**config.mk**
```make
export PLATFORM = sky130hd
export DESIGN_NAME = sprite_compositor
export DESIGN_NICKNAME = d
export VERILOG_FILES = /design/src/rtl/sprite_compositor.sv
export SDC_FILE = /design/constraint.sdc
export NUM_CORES = 1
export LEC_CHECK = 0
export CORE_MARGIN = 2
export CORE_UTILIZATION = 54
export CTS_BUF_LIST = sky130_fd_sc_hd__clkbuf_8
export CTS_CLUSTER_DIAMETER = 60
export CTS_CLUSTER_SIZE = 14
export DETAILED_ROUTE_END_ITERATION = 16
export PLACE_DENSITY_LB_ADDON = 0.15
export REMOVE_ABC_BUFFERS = 1
export SYNTH_ARGS = -nofsm -noshare
export SYNTH_HDL_FRONTEND = slang
export SYNTH_SLANG_ARGS = --single-unit
```
**constraint.sdc**
```tcl
create_clock -name Clk -period 4.85 [get_ports Clk]
set_input_delay 0.485 -clock Clk [delete_from_list [all_inputs] [get_ports Clk]]
set_output_delay 0.485 -clock Clk [all_outputs]
set_load 0.01 [all_outputs]
```
**src/rtl/sprite_compositor.sv**
```systemverilog
// N-sprite pixel compositor: box test, sprite-ROM addressing, colour-key
// transparency, lowest-index priority and per-frame collision flags.
module sprite_compositor #(
    parameter int          NUM_SPRITES = 4,
    parameter int          SPRITE_W    = 32,
    parameter int          SPRITE_H    = 32,
    parameter int          NUM_DIRS    = 4,
    parameter int          ROM_LATENCY = 1,
    parameter logic [23:0] KEY_COLOR   = 24'hFF0000,
    parameter logic [23:0] BG_COLOR    = 24'hFFFFFF,
    parameter int          ADDR_W      = $clog2(NUM_DIRS*SPRITE_W*SPRITE_H),
    parameter int          ID_W        = (NUM_SPRITES > 1) ? $clog2(NUM_SPRITES) : 1
) (
    input  logic                          Clk,
    input  logic                          Reset_n,
    input  logic                          pix_valid,
    input  logic                          frame_start,
    input  logic [9:0]                    DrawX,
    input  logic [9:0]                    DrawY,
    input  logic [NUM_SPRITES-1:0]        sprite_en,
    input  logic [10*NUM_SPRITES-1:0]     sprite_x,
    input  logic [10*NUM_SPRITES-1:0]     sprite_y,
    input  logic [3*NUM_SPRITES-1:0]      sprite_dir,
    output logic [ADDR_W*NUM_SPRITES-1:0] rom_addr,
    input  logic [24*NUM_SPRITES-1:0]     rom_data,
    output logic [7:0]                    VGA_R,
    output logic [7:0]                    VGA_G,
    output logic [7:0]                    VGA_B,
    output logic                          out_valid,
    output logic [ID_W-1:0]               hit_id,
    output logic                          hit,
    output logic [NUM_SPRITES-1:0]        coll_frame
);

    localparam logic [2:0] DIR_MAX = 3'(NUM_DIRS);

    logic [NUM_SPRITES-1:0]        w_inbox;
    logic [ADDR_W*NUM_SPRITES-1:0] w_addr;

    // 11-bit compares so a sprite near X=1023 never wraps onto the left edge
    for (genvar g = 0; g < NUM_SPRITES; g++) begin : g_spr
        logic [10:0] w_x, w_y, w_dx, w_dy, w_lx, w_ly;
        logic [2:0]  w_dir;
        logic        w_dir_ok, w_in_x, w_in_y;

        assign w_x      = {1'b0, sprite_x[10*g +: 10]};
        assign w_y      = {1'b0, sprite_y[10*g +: 10]};
        assign w_dx     = {1'b0, DrawX};
        assign w_dy     = {1'b0, DrawY};
        assign w_lx     = w_dx - w_x;
        assign w_ly     = w_dy - w_y;
        assign w_dir    = sprite_dir[3*g +: 3];
        assign w_dir_ok = (w_dir != 3'd0) && (w_dir <= DIR_MAX);
        assign w_in_x   = (w_dx >= w_x) && (w_dx < w_x + 11'(SPRITE_W));
        assign w_in_y   = (w_dy >= w_y) && (w_dy < w_y + 11'(SPRITE_H));
        assign w_inbox[g] = sprite_en[g] & w_dir_ok & w_in_x & w_in_y;
        assign w_addr[ADDR_W*g +: ADDR_W] = w_inbox[g] ?
            (ADDR_W'(w_dir - 3'd1) * ADDR_W'(SPRITE_W*SPRITE_H)
             + ADDR_W'(w_ly) * ADDR_W'(SPRITE_W) + ADDR_W'(w_lx)) : '0;
    end

    logic [NUM_SPRITES-1:0] r_a_inbox;
    logic                   r_a_valid;
    logic                   r_a_fs;

    always_ff @(posedge Clk or negedge Reset_n) begin
        if (!Reset_n) begin
            rom_addr  <= '0;
            r_a_inbox <= '0;
            r_a_valid <= 1'b0;
            r_a_fs    <= 1'b0;
        end else begin
            rom_addr  <= w_addr;
            r_a_inbox <= w_inbox;
            r_a_valid <= pix_valid;
            r_a_fs    <= frame_start;
        end
    end

    logic [NUM_SPRITES-1:0] r_b_inbox [ROM_LATENCY];
    logic [ROM_LATENCY-1:0] r_b_valid;
    logic [ROM_LATENCY-1:0] r_b_fs;

    // Tag delay matching the external ROM read latency
    always_ff @(posedge Clk or negedge Reset_n) begin
        if (!Reset_n) begin
            for (int k = 0; k < ROM_LATENCY; k++) r_b_inbox[k] <= '0;
            r_b_valid <= '0;
            r_b_fs    <= '0;
        end else begin
            r_b_inbox[0] <= r_a_inbox;
            r_b_valid[0] <= r_a_valid;
            r_b_fs[0]    <= r_a_fs;
            for (int k = 1; k < ROM_LATENCY; k++) begin
                r_b_inbox[k] <= r_b_inbox[k-1];
                r_b_valid[k] <= r_b_valid[k-1];
                r_b_fs[k]    <= r_b_fs[k-1];
            end
        end
    end

    logic [NUM_SPRITES-1:0] w_c_inbox;
    logic                   w_c_valid;
    logic                   w_c_fs;
    logic [NUM_SPRITES-1:0] w_opaque;
    logic                   w_any;
    logic [ID_W-1:0]        w_id;
    logic [23:0]            w_rgb;
    logic                   w_multi;
    logic [NUM_SPRITES-1:0] w_coll;
    logic [NUM_SPRITES-1:0] r_acc;

    assign w_c_inbox = r_b_inbox[ROM_LATENCY-1];
    assign w_c_valid = r_b_valid[ROM_LATENCY-1];
    assign w_c_fs    = r_b_fs[ROM_LATENCY-1];

    for (genvar g = 0; g < NUM_SPRITES; g++) begin : g_opq
        assign w_opaque[g] = w_c_inbox[g] && (rom_data[24*g +: 24] != KEY_COLOR);
    end

    // Descending scan so the lowest opaque index wins
    always_comb begin
        w_any = 1'b0;
        w_id  = '0;
        w_rgb = BG_COLOR;
        for (int i = NUM_SPRITES - 1; i >= 0; i--) begin
            if (w_opaque[i]) begin
                w_any = 1'b1;
                w_id  = ID_W'(i);
                w_rgb = rom_data[24*i +: 24];
            end
        end
    end

    assign w_multi = |(w_opaque & (w_opaque - NUM_SPRITES'(1)));
    assign w_coll  = (w_c_valid && w_multi) ? w_opaque : '0;

    always_ff @(posedge Clk or negedge Reset_n) begin
        if (!Reset_n) begin
            VGA_R      <= 8'h00;
            VGA_G      <= 8'h00;
            VGA_B      <= 8'h00;
            out_valid  <= 1'b0;
            hit        <= 1'b0;
            hit_id     <= '0;
            coll_frame <= '0;
            r_acc      <= '0;
        end else begin
            out_valid <= w_c_valid;
            hit       <= w_c_valid & w_any;
            hit_id    <= (w_c_valid && w_any) ? w_id : '0;
            {VGA_R, VGA_G, VGA_B} <= w_c_valid ? w_rgb : 24'h000000;
            if (w_c_fs) begin
                coll_frame <= r_acc | w_coll;
                r_acc      <= '0;
            end else begin
                r_acc <= r_acc | w_coll;
            end
        end
    end

endmodule

```
==> flow_summary.yaml, run 1 <==
sta:
  slew_headroom_pct: 26.7
  timing.clock.skew_ns: 0.0142
  worst_hold_slack_ns: 0.104
  hold_viol: 0
  fin_tns_setup_ns: 0
  final_period_minus_worst_setup_slack_ns: 4.42
  finalCritPeriodShare_pct: 91.2
  fin_ws_ns: 0.426
  setup_repair_after_global_routing_missed_its_margin: "false"
  timing.fmax_mhz: 226
  worst_slew_pin_slew_ns: 1.10
  timing.final.max_slew_violations: 0
  report.final.setup_viol: 0
clock_tree:
  postCtsHoldBufs: 0
  tritoncts_num_sinks: 96
  cts.path.max_buffers: 2
  path_clk_slew_ns: 0.11
  cts_setup_buffers: 0
  cts_buffers: 9
  clk-insertion-delay-late_ns: 0.39
  clock_tree.root_cell: "sky130_fd_sc_hd__clkbuf_8"
  post_cts_resized: 0
  cts_tree: "done"
  count_of_h_tree_levels_built_during_cts: 3
power_and_ir_drop:
  clockPowerShare_pct: 19.8
  p_sw_mw: 1.09
  combinationalPowerShare_pct: 51.3
  switching_share_pct: 37.3
  ir_worst_vdd_mv: 0.187
  total_power_per_unit_cell_area_nw_per_um2: 219
  leakagePower_nw: 6.03
  power_mw: 2.92
  pwr-share-seq_pct: 28.8
  internal_power_mw: 1.83
worst_setup_path:
  timing.critical_path.fanout_max: 4
  timing.critical_path.from_type: "input pin"
  crit_required_ns: 5.08
  criticalPathCategory: "input pin to flop"
  critical_path_arrival_ns: 4.66
  worstSetupEndpointType: "flop"
yosys:
  yosysSeqAreaShare_pct: 24.3
  synth.avg_cell_area_sq_um: 8.88
  yosys.cell_count.top_type: "sky130_fd_sc_hd__ha_1"
  synth-main-ff-cell: "sky130_fd_sc_hd__dfrtp_1"
  synth_top_family_by_area: "adder cells"
  portion_of_synthesized_cell_area_occupied_by_the_leading_cell_type_pct: 24.3
  share_of_the_synthesized_netlist_area_taken_by_xor_and_xnor_gates_pct: 8.13
  post_synth_mux_area_share_pct: 0.202
  asyncSetResetFlopFracSynth_pct: 100
  synth-seq-cells: 96
  most_frequent_cells_after_synthesis: "sky130_fd_sc_hd__ha_1 (172), sky130_fd_sc_hd__inv_1 (127), sky130_fd_sc_hd__dfrtp_1 (96)"
  synthCells: 1115
  synth-adder-area-share_pct: 25.0
  synth_warn: 0
  synthDominantAreaCellType: "sky130_fd_sc_hd__dfrtp_1"
  number_of_enable_flip_flop_cells_after_synthesis: 0
  synth_area_sq_um: 9910
  synth_top_cells_by_area: "sky130_fd_sc_hd__dfrtp_1 (24%), sky130_fd_sc_hd__ha_1 (22%), sky130_fd_sc_hd__xnor2_1 (6.7%)"
  netlist-cell-type-count: 67
  synth_simple_gate_area_share_pct: 14.3
  compound_gate_portion_of_the_synthesized_area_pct: 21.6
floorplan:
  rows: 49
  die_area_sq_um: 19400
  core_area_sq_um: 18000
  boundaryPins: 296
  die_w_um: 139
  die_h_um: 139
  initial_core_util_pct: 55.1
finish:
  antenna_cells_inserted: 0
  post_layout_nonfiller_instances: 1641
  fin_nets: 1811
  drive_above_1_share_pct: 3.82
  final_area_sq_um: 13300
  utilization_pct: 74.1
  fillCellCount: 1397
  synthToLayoutAreaGrowth_pct: 34.4
placed_design:
  dp_worst_setup_slack_ns: 0.0350
  dpl.hpwl_um: 25400
  postPlaceCellArea_sq_um: 13100
  port-buffer-count: 295
  final_replace_weighted_congestion: 0.951
  place.detailed.instances: 1625
global_route:
  global_route.usage.total_pct: 30.9
  grt_pass1_vias: 9405
  grt_antenna_before_repair: 0
  wire_length_of_the_first_global_routing_pass_um: 48300
  overflow: 0
  maximum_number_of_pins_on_one_net_before_global_route_repair: 50
route:
  dr.first_iter.drc_count: 477
  drt-wirelength-per-cell_um: 18.4
  antenna_violating_nets_post_route: 0
  routed_wl_um: 30300
  remaining_drc_errors: 0
  route.detailed.vias_per_inst: 5.88
  number_of_search_and_repair_iterations_in_the_first_detailed_routing_pass: 5
  via_count: 9653
job:
  count_of_max_cap_constraint_violations: 0
status:
  run_status: "finished, final reports clean"
worst_hold_path:
  worst_hold_path_type: "input pin to async pin"
layer usage:
metal  wire, um  share of wire, %  vias up  track usage, %
li1           -                 -     4639               -
met2      14800                49      440            53.6
met3       2120               7.0       88            4.71
met5          0                 0        -               0
met1      11800                39     4486            37.5
met4       1510               5.0        0            15.2
final cells by class:
type / count / area, sq um / share of cell area, %
Clock buffer: 10 / 138 / 1.03
Clock inverter: 6 / 75.1 / 0.564
Inverter: 127 / 477 / 3.58
Multi-Input combinational cell: 863 / 6870 / 51.6
Sequential cell: 96 / 2400 / 18.0
Tap cell: 229 / 287 / 2.15
Timing Repair Buffer: 310 / 3060 / 23.0
state kept, by name (all words and copies together), names as in the netlist:
| register | count |
|---|---|
| VGA_B | 8 |
| VGA_G | 8 |
| VGA_R | 8 |
| coll_frame | 4 |
| hit | 1 |
| hit_id | 2 |
| out_valid | 1 |
| r_a_fs | 1 |
| r_a_inbox | 4 |
| r_a_valid | 1 |
| r_acc | 4 |
| r_b_fs | 1 |
| r_b_inbox | 4 |
| r_b_valid | 1 |
| rom_addr | 48 |
final timing paths:
| kind | depth (start not counted) | startpoint | slack [ns] | to |
|---|---|---|---|---|
| min in group Clk | 0 | r_a_inbox[2] | 0.35 | r_b_inbox[2] |
| max reg2reg | 6 | r_b_inbox[2] | 3.02 | VGA_R[5] |
| min reg2reg | 0 | r_a_inbox[2] | 0.35 | r_b_inbox[2] |
| max in group asynchronous | 2 | Reset_n | 3.65 | rom_addr[5] |
| min | 1 | Reset_n | 0.10 | VGA_G[5] |
| max | 19 | DrawX[0] | 0.43 | rom_addr[35] |
power by group through the flow:
stage | clock network, mW | registers [mW] | logic [mW]
final | 0.578 | 0.841 | 1.50
after global routing | 0.614 | 0.844 | 1.67
after CTS | 0.589 | 0.841 | 1.49
after detailed placement | 0 | 0.857 | 1.48
after global placement | 0 | 0.856 | 1.44
after floorplan | 0 | 0.866 | 0.941
worst max-delay path, cell delays in order:
cell	delay, ns
sky130_fd_sc_hd__clkdlybuf4s50_1	0.40
sky130_fd_sc_hd__inv_1	0.20
sky130_fd_sc_hd__ha_1	0.24
sky130_fd_sc_hd__inv_1	0.06
sky130_fd_sc_hd__fa_1	0.40
sky130_fd_sc_hd__a21o_1	0.17
sky130_fd_sc_hd__a21oi_1	0.22
sky130_fd_sc_hd__nor2b_1	0.08
sky130_fd_sc_hd__o21a_1	0.20
sky130_fd_sc_hd__o41ai_1	0.48
sky130_fd_sc_hd__xnor2_1	0.14
sky130_fd_sc_hd__ha_1	0.31
sky130_fd_sc_hd__ha_1	0.24
sky130_fd_sc_hd__a211oi_1	0.34
sky130_fd_sc_hd__o21bai_1	0.12
sky130_fd_sc_hd__a21oi_1	0.19
sky130_fd_sc_hd__xnor2_1	0.15
sky130_fd_sc_hd__xnor2_1	0.15
sky130_fd_sc_hd__nor3_1	0.08
cells by family after synthesis:
family                     count (synthesis)
AOI/OAI and AO/OA                        301
and+or+nand+nor                          280
adders and majority gates                188
buffers and inverters                    156
DFF                                       96
xor gates and xnor gates                  92
muxes                                      2
cell usage in the layout (no fill, tap or decap), drive strengths merged, types with 28 or more instances in the layout:
master and n:
xnor2 76, o21ai 59, a21oi 63, nor3 28, inv 129, a31oi 30, nor2 65, nand3 38
clkdlybuf4s50 294, dfrtp 96, ha 172, nand2 56
Note: power is estimated with default switching activity, not from simulation.
==> inputs of run 2 (changes only) <==
- RECOVER_POWER: unset -> 100
==> run 2 against run 1 <==
The flow now finishes with violations (max-capacitance violations, max-slew violations); power fell by 0.66%; sequential share of layout area up 0.15 points; via count is 0.20% lower; utilization down 0.61 points; worst setup slack got worse by 0.00068 ns; critical endpoint unchanged.
==> flow_summary.yaml, run 2 (same netlist as run 1, synthesis figures left out) <==
floorplan:
  die_h_um: 139
  die_w_um: 139
  initial_core_util_pct: 55.1
  core_area_sq_um: 18000
  die_area_sq_um: 19400
  boundaryPins: 296
  rows: 49
clock_tree:
  tritoncts_num_sinks: 96
  cts.path.max_buffers: 2
  count_of_h_tree_levels_built_during_cts: 3
  cts_tree: "done"
  cts_setup_buffers: 0
  clock_tree.root_cell: "sky130_fd_sc_hd__clkbuf_8"
  postCtsHoldBufs: 0
  post_cts_resized: 0
  path_clk_slew_ns: 0.11
  cts_buffers: 9
  clk-insertion-delay-late_ns: 0.39
sta:
  fin_ws_ns: 0.425
  worst_slew_pin_slew_ns: 2.66
  hold_viol: 0
  slew_headroom_pct: -77.3
  timing.clock.skew_ns: 0.0124
  report.final.setup_viol: 0
  timing.final.max_slew_violations: 80
  worst_hold_slack_ns: 0.348
  setup_repair_after_global_routing_missed_its_margin: "false"
  timing.fmax_mhz: 226
  fin_tns_setup_ns: 0
  final_period_minus_worst_setup_slack_ns: 4.42
  finalCritPeriodShare_pct: 91.2
finish:
  antenna_cells_inserted: 0
  layout_commonest_cell: "sky130_fd_sc_hd__clkdlybuf4s50_1"
  fin_nets: 1811
  fillCellCount: 1412
  synthToLayoutAreaGrowth_pct: 33.3
  drive_above_1_share_pct: 2.76
  layout.cells.most_common_list: "sky130_fd_sc_hd__clkdlybuf4s50_1 (206), sky130_fd_sc_hd__ha_1 (172), sky130_fd_sc_hd__inv_1 (127)"
  final_area_sq_um: 13200
  largest_register_ffs: 48
  max_flop_register: "rom_addr"
placed_design:
  postPlaceCellArea_sq_um: 13100
  dp_worst_setup_slack_ns: 0.0350
  port-buffer-count: 295
  dpl.hpwl_um: 25400
  final_replace_weighted_congestion: 0.951
worst_setup_path:
  regToRegEndpoint: "VGA_R[5]"
  cp_cell_sequence: "clkdlybuf4s50_1, inv_1, ha_1, inv_1, fa_1, a21o_1, a21oi_1, nor2b_1, o21a_1, o41ai_1, xnor2_1, ha_1, ha_1, a211oi_1, o21bai_1, a21oi_1, xnor2_1, xnor2_1, nor3_1"
  r2r_setup_slack_ns: 2.86
  criticalPathCategory: "input pin to flop"
  reg2reg_from: "r_b_inbox[1]"
  timing.critical_path.fanout_max: 4
  critPathSlowestCell: "sky130_fd_sc_hd__o41ai_1"
  timing.critical_path.from_type: "input pin"
  crit_required_ns: 5.08
  timing.critical_path.buf_inv: 3
  worstSetupEndpointType: "flop"
  setup.worst_path.start: "DrawX[0]"
  max_stage_delay_ns: 0.48
  critical_path_arrival_ns: 4.66
  reg2reg_depth: 4
  critical-path-top-delay-family: "compound AO/OA/AOI/OAI gates"
job:
  count_of_max_cap_constraint_violations: 3
global_route:
  wire_length_of_the_first_global_routing_pass_um: 48300
  global_route.usage.total_pct: 30.9
  grt_pass1_vias: 9405
  overflow: 0
  grt_antenna_before_repair: 0
  maximum_number_of_pins_on_one_net_before_global_route_repair: 50
worst_hold_path:
  worst_hold_path_endpoint: "r_b_inbox[2]"
  worstHoldStart: "r_a_inbox[2]"
  worst_hold_path_type: "flop to flop"
  timing.hold.worst_path_depth: 0
route:
  drt-wirelength-per-cell_um: 18.4
  dr.first_iter.drc_count: 478
  route.detailed.vias_per_inst: 5.87
  antenna_violating_nets_post_route: 0
  number_of_search_and_repair_iterations_in_the_first_detailed_routing_pass: 6
  routed_wl_um: 30300
  via_count: 9634
  remaining_drc_errors: 0
status:
  violated_checks: "max-capacitance violations, max-slew violations"
  run_status: "complete, but fails checks"
power_and_ir_drop:
  total_power_per_unit_cell_area_nw_per_um2: 219
  leakagePower_nw: 6.20
  ir_worst_vdd_mv: 0.186
## run 2: changes by cell type in the layout (fill, tap and decap cells not counted), sizes merged
cell | before | now
buf | 16 | 10
clkbuf | 10 | 16
clkdlybuf4s50 | 294 | 206
dlygate4sd3 | 0 | 88
## run 2: worst max-delay path by stage
stage / endpoint / slack, ns / cells past startpoint
2_1_floorplan: rom_addr[35] / 1.02 / 18
3_3_place_gp: rom_addr[35] / 0.19 / 19
3_5_place_dp: rom_addr[35] / 0.03 / 19
4_1_cts: rom_addr[35] / 0.45 / 19
5_1_grt: rom_addr[35] / 0.1 / 19
6_report: rom_addr[35] / 0.43 / 19
## run 2: report_power, final
group	switching (mW)	total (mW)	internal [mW]
logic	0.752	1.48	0.729
registers	0.0131	0.839	0.826
clock network	0.316	0.576	0.260
total	1.08	2.90	1.81
## run 2: final cells by class
type | instances | area (sq um) | area share [%]
inverter | 127 | 477 | 3.61
sequential | 96 | 2400 | 18.2
clock inverter | 6 | 75.1 | 0.569
tap | 229 | 287 | 2.17
timing repair buffer | 310 | 3040 | 23.0
clock buffer | 10 | 138 | 1.04
multi-input combinational | 863 | 6780 | 51.4
## run 2: through the flow
step | utilization, % | total power [mW] | cells
after floorplan | - | 1.81 | 1086
final | 73.5 | 2.90 | 1641
after CTS | 74.1 | 2.92 | 1641
after global placement | 72.9 | 2.29 | 1625
after detailed placement | 72.9 | 2.34 | 1625
after global routing | 73.5 | 3.11 | 1641
## run 2: routing by layer
layer  global-route usage [%]  up-vias  wire length [um]
li1                         -     4641                 -
met2                     53.6      450             14800
met3                     4.71       84              2130
met5                        0        -                 0
met1                     37.5     4459             11800
met4                     15.2        0              1450
==> inputs of run 3 (changes only) <==
- CORE_UTILIZATION: 54 -> 53
- CTS_BUF_LIST: sky130_fd_sc_hd__clkbuf_8 -> unset
==> run 3 against run 2 <==
The run still ends with max-capacitance violations, max-slew violations left; wire length is 1.1% higher; fmax down 1.7%; utilization down 0.43 points; critical path depth did not move; hold slack better by 0.0017 ns; power increased by 4.6%; clock-buffer cell count is 1 lower; sequential cell count stayed put; via count rose by 0.27%; design area grew 0.43%; clock power increased by 23%; critical endpoint unchanged.
==> flow_summary.yaml, run 3 (same netlist as run 1, synthesis figures left out) <==
status:
  run_status: "complete, but fails checks"
  violated_checks: "max-capacitance violations, max-slew violations"
clock_tree:
  post_cts_resized: 0
  postCtsHoldBufs: 0
  count_of_h_tree_levels_built_during_cts: 3
  clock_tree.root_cell: "sky130_fd_sc_hd__clkbuf_16"
  cts_tree: "done"
  tritoncts_num_sinks: 96
  clk-insertion-delay-late_ns: 0.36
  cts_buffers: 9
  cts_setup_buffers: 0
  cts.path.max_buffers: 2
  path_clk_slew_ns: 0.08
finish:
  layout_commonest_cell: "sky130_fd_sc_hd__clkdlybuf4s50_1"
  utilization_pct: 73.1
  max_flop_register: "rom_addr"
  drive_above_1_share_pct: 2.56
  layout.cells.most_common_list: "sky130_fd_sc_hd__clkdlybuf4s50_1 (206), sky130_fd_sc_hd__ha_1 (172), sky130_fd_sc_hd__inv_1 (127)"
  largest_register_ffs: 48
  fin_nets: 1808
  fillCellCount: 1429
  synthToLayoutAreaGrowth_pct: 33.9
  post_layout_nonfiller_instances: 1640
route:
  dr.first_iter.drc_count: 603
  routed_wl_um: 30600
  antenna_violating_nets_post_route: 0
  remaining_drc_errors: 0
  number_of_search_and_repair_iterations_in_the_first_detailed_routing_pass: 5
  route.detailed.vias_per_inst: 5.89
  via_count: 9660
  drt-wirelength-per-cell_um: 18.7
global_route:
  grt_pass1_vias: 9417
  global_route.peak_usage_layer: "met2"
  groute.layer.met1.usage_pct: 36.7
  overflow: 0
  global_route.usage.total_pct: 30.4
  maximum_number_of_pins_on_one_net_before_global_route_repair: 54
  wire_length_of_the_first_global_routing_pass_um: 48200
  grt.met2_usage_pct: 53.1
  grt_antenna_before_repair: 2
  groute.layer.met3.usage_pct: 4.28
sta:
  fin_tns_setup_ns: 0
  setup_repair_after_global_routing_missed_its_margin: "false"
  finalCritPeriodShare_pct: 92.8
  timing.clock.skew_ns: 0.0117
  worst_slew_pin_slew_ns: 2.63
  slew_headroom_pct: -75.4
  fin_ws_ns: 0.349
  timing.fmax_mhz: 222
  hold_viol: 0
  final_period_minus_worst_setup_slack_ns: 4.50
  report.final.setup_viol: 0
  timing.final.max_slew_violations: 59
floorplan:
  initial_core_util_pct: 54.6
  die_h_um: 141
  die_w_um: 141
  boundaryPins: 296
  core_area_sq_um: 18100
  rows: 49
  die_area_sq_um: 19800
worst_setup_path:
  worstSetupEndpointType: "flop"
  critical_path_arrival_ns: 4.70
  crit_required_ns: 5.05
  reg2reg_depth: 4
  worstSetupEndpoint: "rom_addr[35]"
  regToRegEndpoint: "VGA_R[7]"
  timing.critical_path.fanout_max: 4
  reg2reg_from: "r_b_inbox[1]"
  r2r_setup_slack_ns: 2.61
  timing.critical_path.from_type: "input pin"
  criticalPathCategory: "input pin to flop"
  setup.worst_path.start: "DrawX[0]"
power_and_ir_drop:
  total_power_per_unit_cell_area_nw_per_um2: 228
  power_mw: 3.03
  leakagePower_nw: 6.23
  ir_worst_vdd_mv: 0.179
placed_design:
  dp_worst_setup_slack_ns: 0.0171
  dpl.hpwl_um: 25200
  place.detailed.instances: 1622
  final_replace_weighted_congestion: 0.943
  port-buffer-count: 295
worst_hold_path:
  timing.hold.worst_path_depth: 0
  worst_hold_path_type: "flop to flop"
job:
  count_of_max_cap_constraint_violations: 2
## run 3: metal layers
layer	share of wire, %	vias to the layer above
met5	0	-
met4	5.0	0
met3	6.6	85
met2	49	431
met1	39	4497
li1	-	4647
## run 3: how the worst min path moves through the flow
stage,from,to,slack (ns)
after global placement,r_a_inbox[0],r_b_inbox[0],0.33
final,r_a_inbox[1],r_b_inbox[1],0.35
after detailed placement,r_a_inbox[1],r_b_inbox[1],0.34
after global routing,r_a_inbox[0],r_b_inbox[0],0.36
after floorplan,Reset_n,VGA_B[0],0.19
after CTS,Reset_n,VGA_G[5],0.16
## run 3: area by class of cell
class                           instances  area [sq um]  share of cell area (%)
Antenna cell                            2          5.00                  0.0377
Clock buffer                            9           225                    1.70
Clock inverter                          7          61.3                   0.462
Inverter                              127           477                    3.60
Multi-Input combinational cell        863          6780                    51.2
Sequential cell                        96          2400                    18.1
Tap cell                              229           287                    2.16
Timing Repair Buffer                  307          3020                    22.8
## run 3: power by group
group	switching (mW)	internal, mW
combinational	0.752	0.726
clock	0.351	0.360
sequential	0.0130	0.826
total	1.12	1.91
## run 3: critical path, stage by stage
cell	delay [ns]
sky130_fd_sc_hd__clkdlybuf4s50_1	0.40
sky130_fd_sc_hd__inv_1	0.22
sky130_fd_sc_hd__ha_1	0.25
sky130_fd_sc_hd__inv_1	0.07
sky130_fd_sc_hd__fa_1	0.40
sky130_fd_sc_hd__a21o_1	0.17
sky130_fd_sc_hd__a21oi_1	0.21
sky130_fd_sc_hd__nor2b_1	0.08
sky130_fd_sc_hd__o21a_1	0.21
sky130_fd_sc_hd__o41ai_1	0.47
sky130_fd_sc_hd__xnor2_1	0.14
sky130_fd_sc_hd__ha_1	0.31
sky130_fd_sc_hd__ha_1	0.35
sky130_fd_sc_hd__o21ai_0	0.28
sky130_fd_sc_hd__o21bai_1	0.10
sky130_fd_sc_hd__a21oi_1	0.19
sky130_fd_sc_hd__xnor2_1	0.15
sky130_fd_sc_hd__xnor2_1	0.14
sky130_fd_sc_hd__nor3_1	0.06
## run 3: stage by stage
| stage | instance area [sq um] | hold WS (ns) |
|---|---|---|
| floorplan | 9730 | 0.189 |
| global placement | 13100 | 0.332 |
| detailed placement | 13100 | 0.336 |
| global route | 13300 | 0.359 |
| CTS | 13400 | 0.157 |
| finish | 13300 | 0.350 |
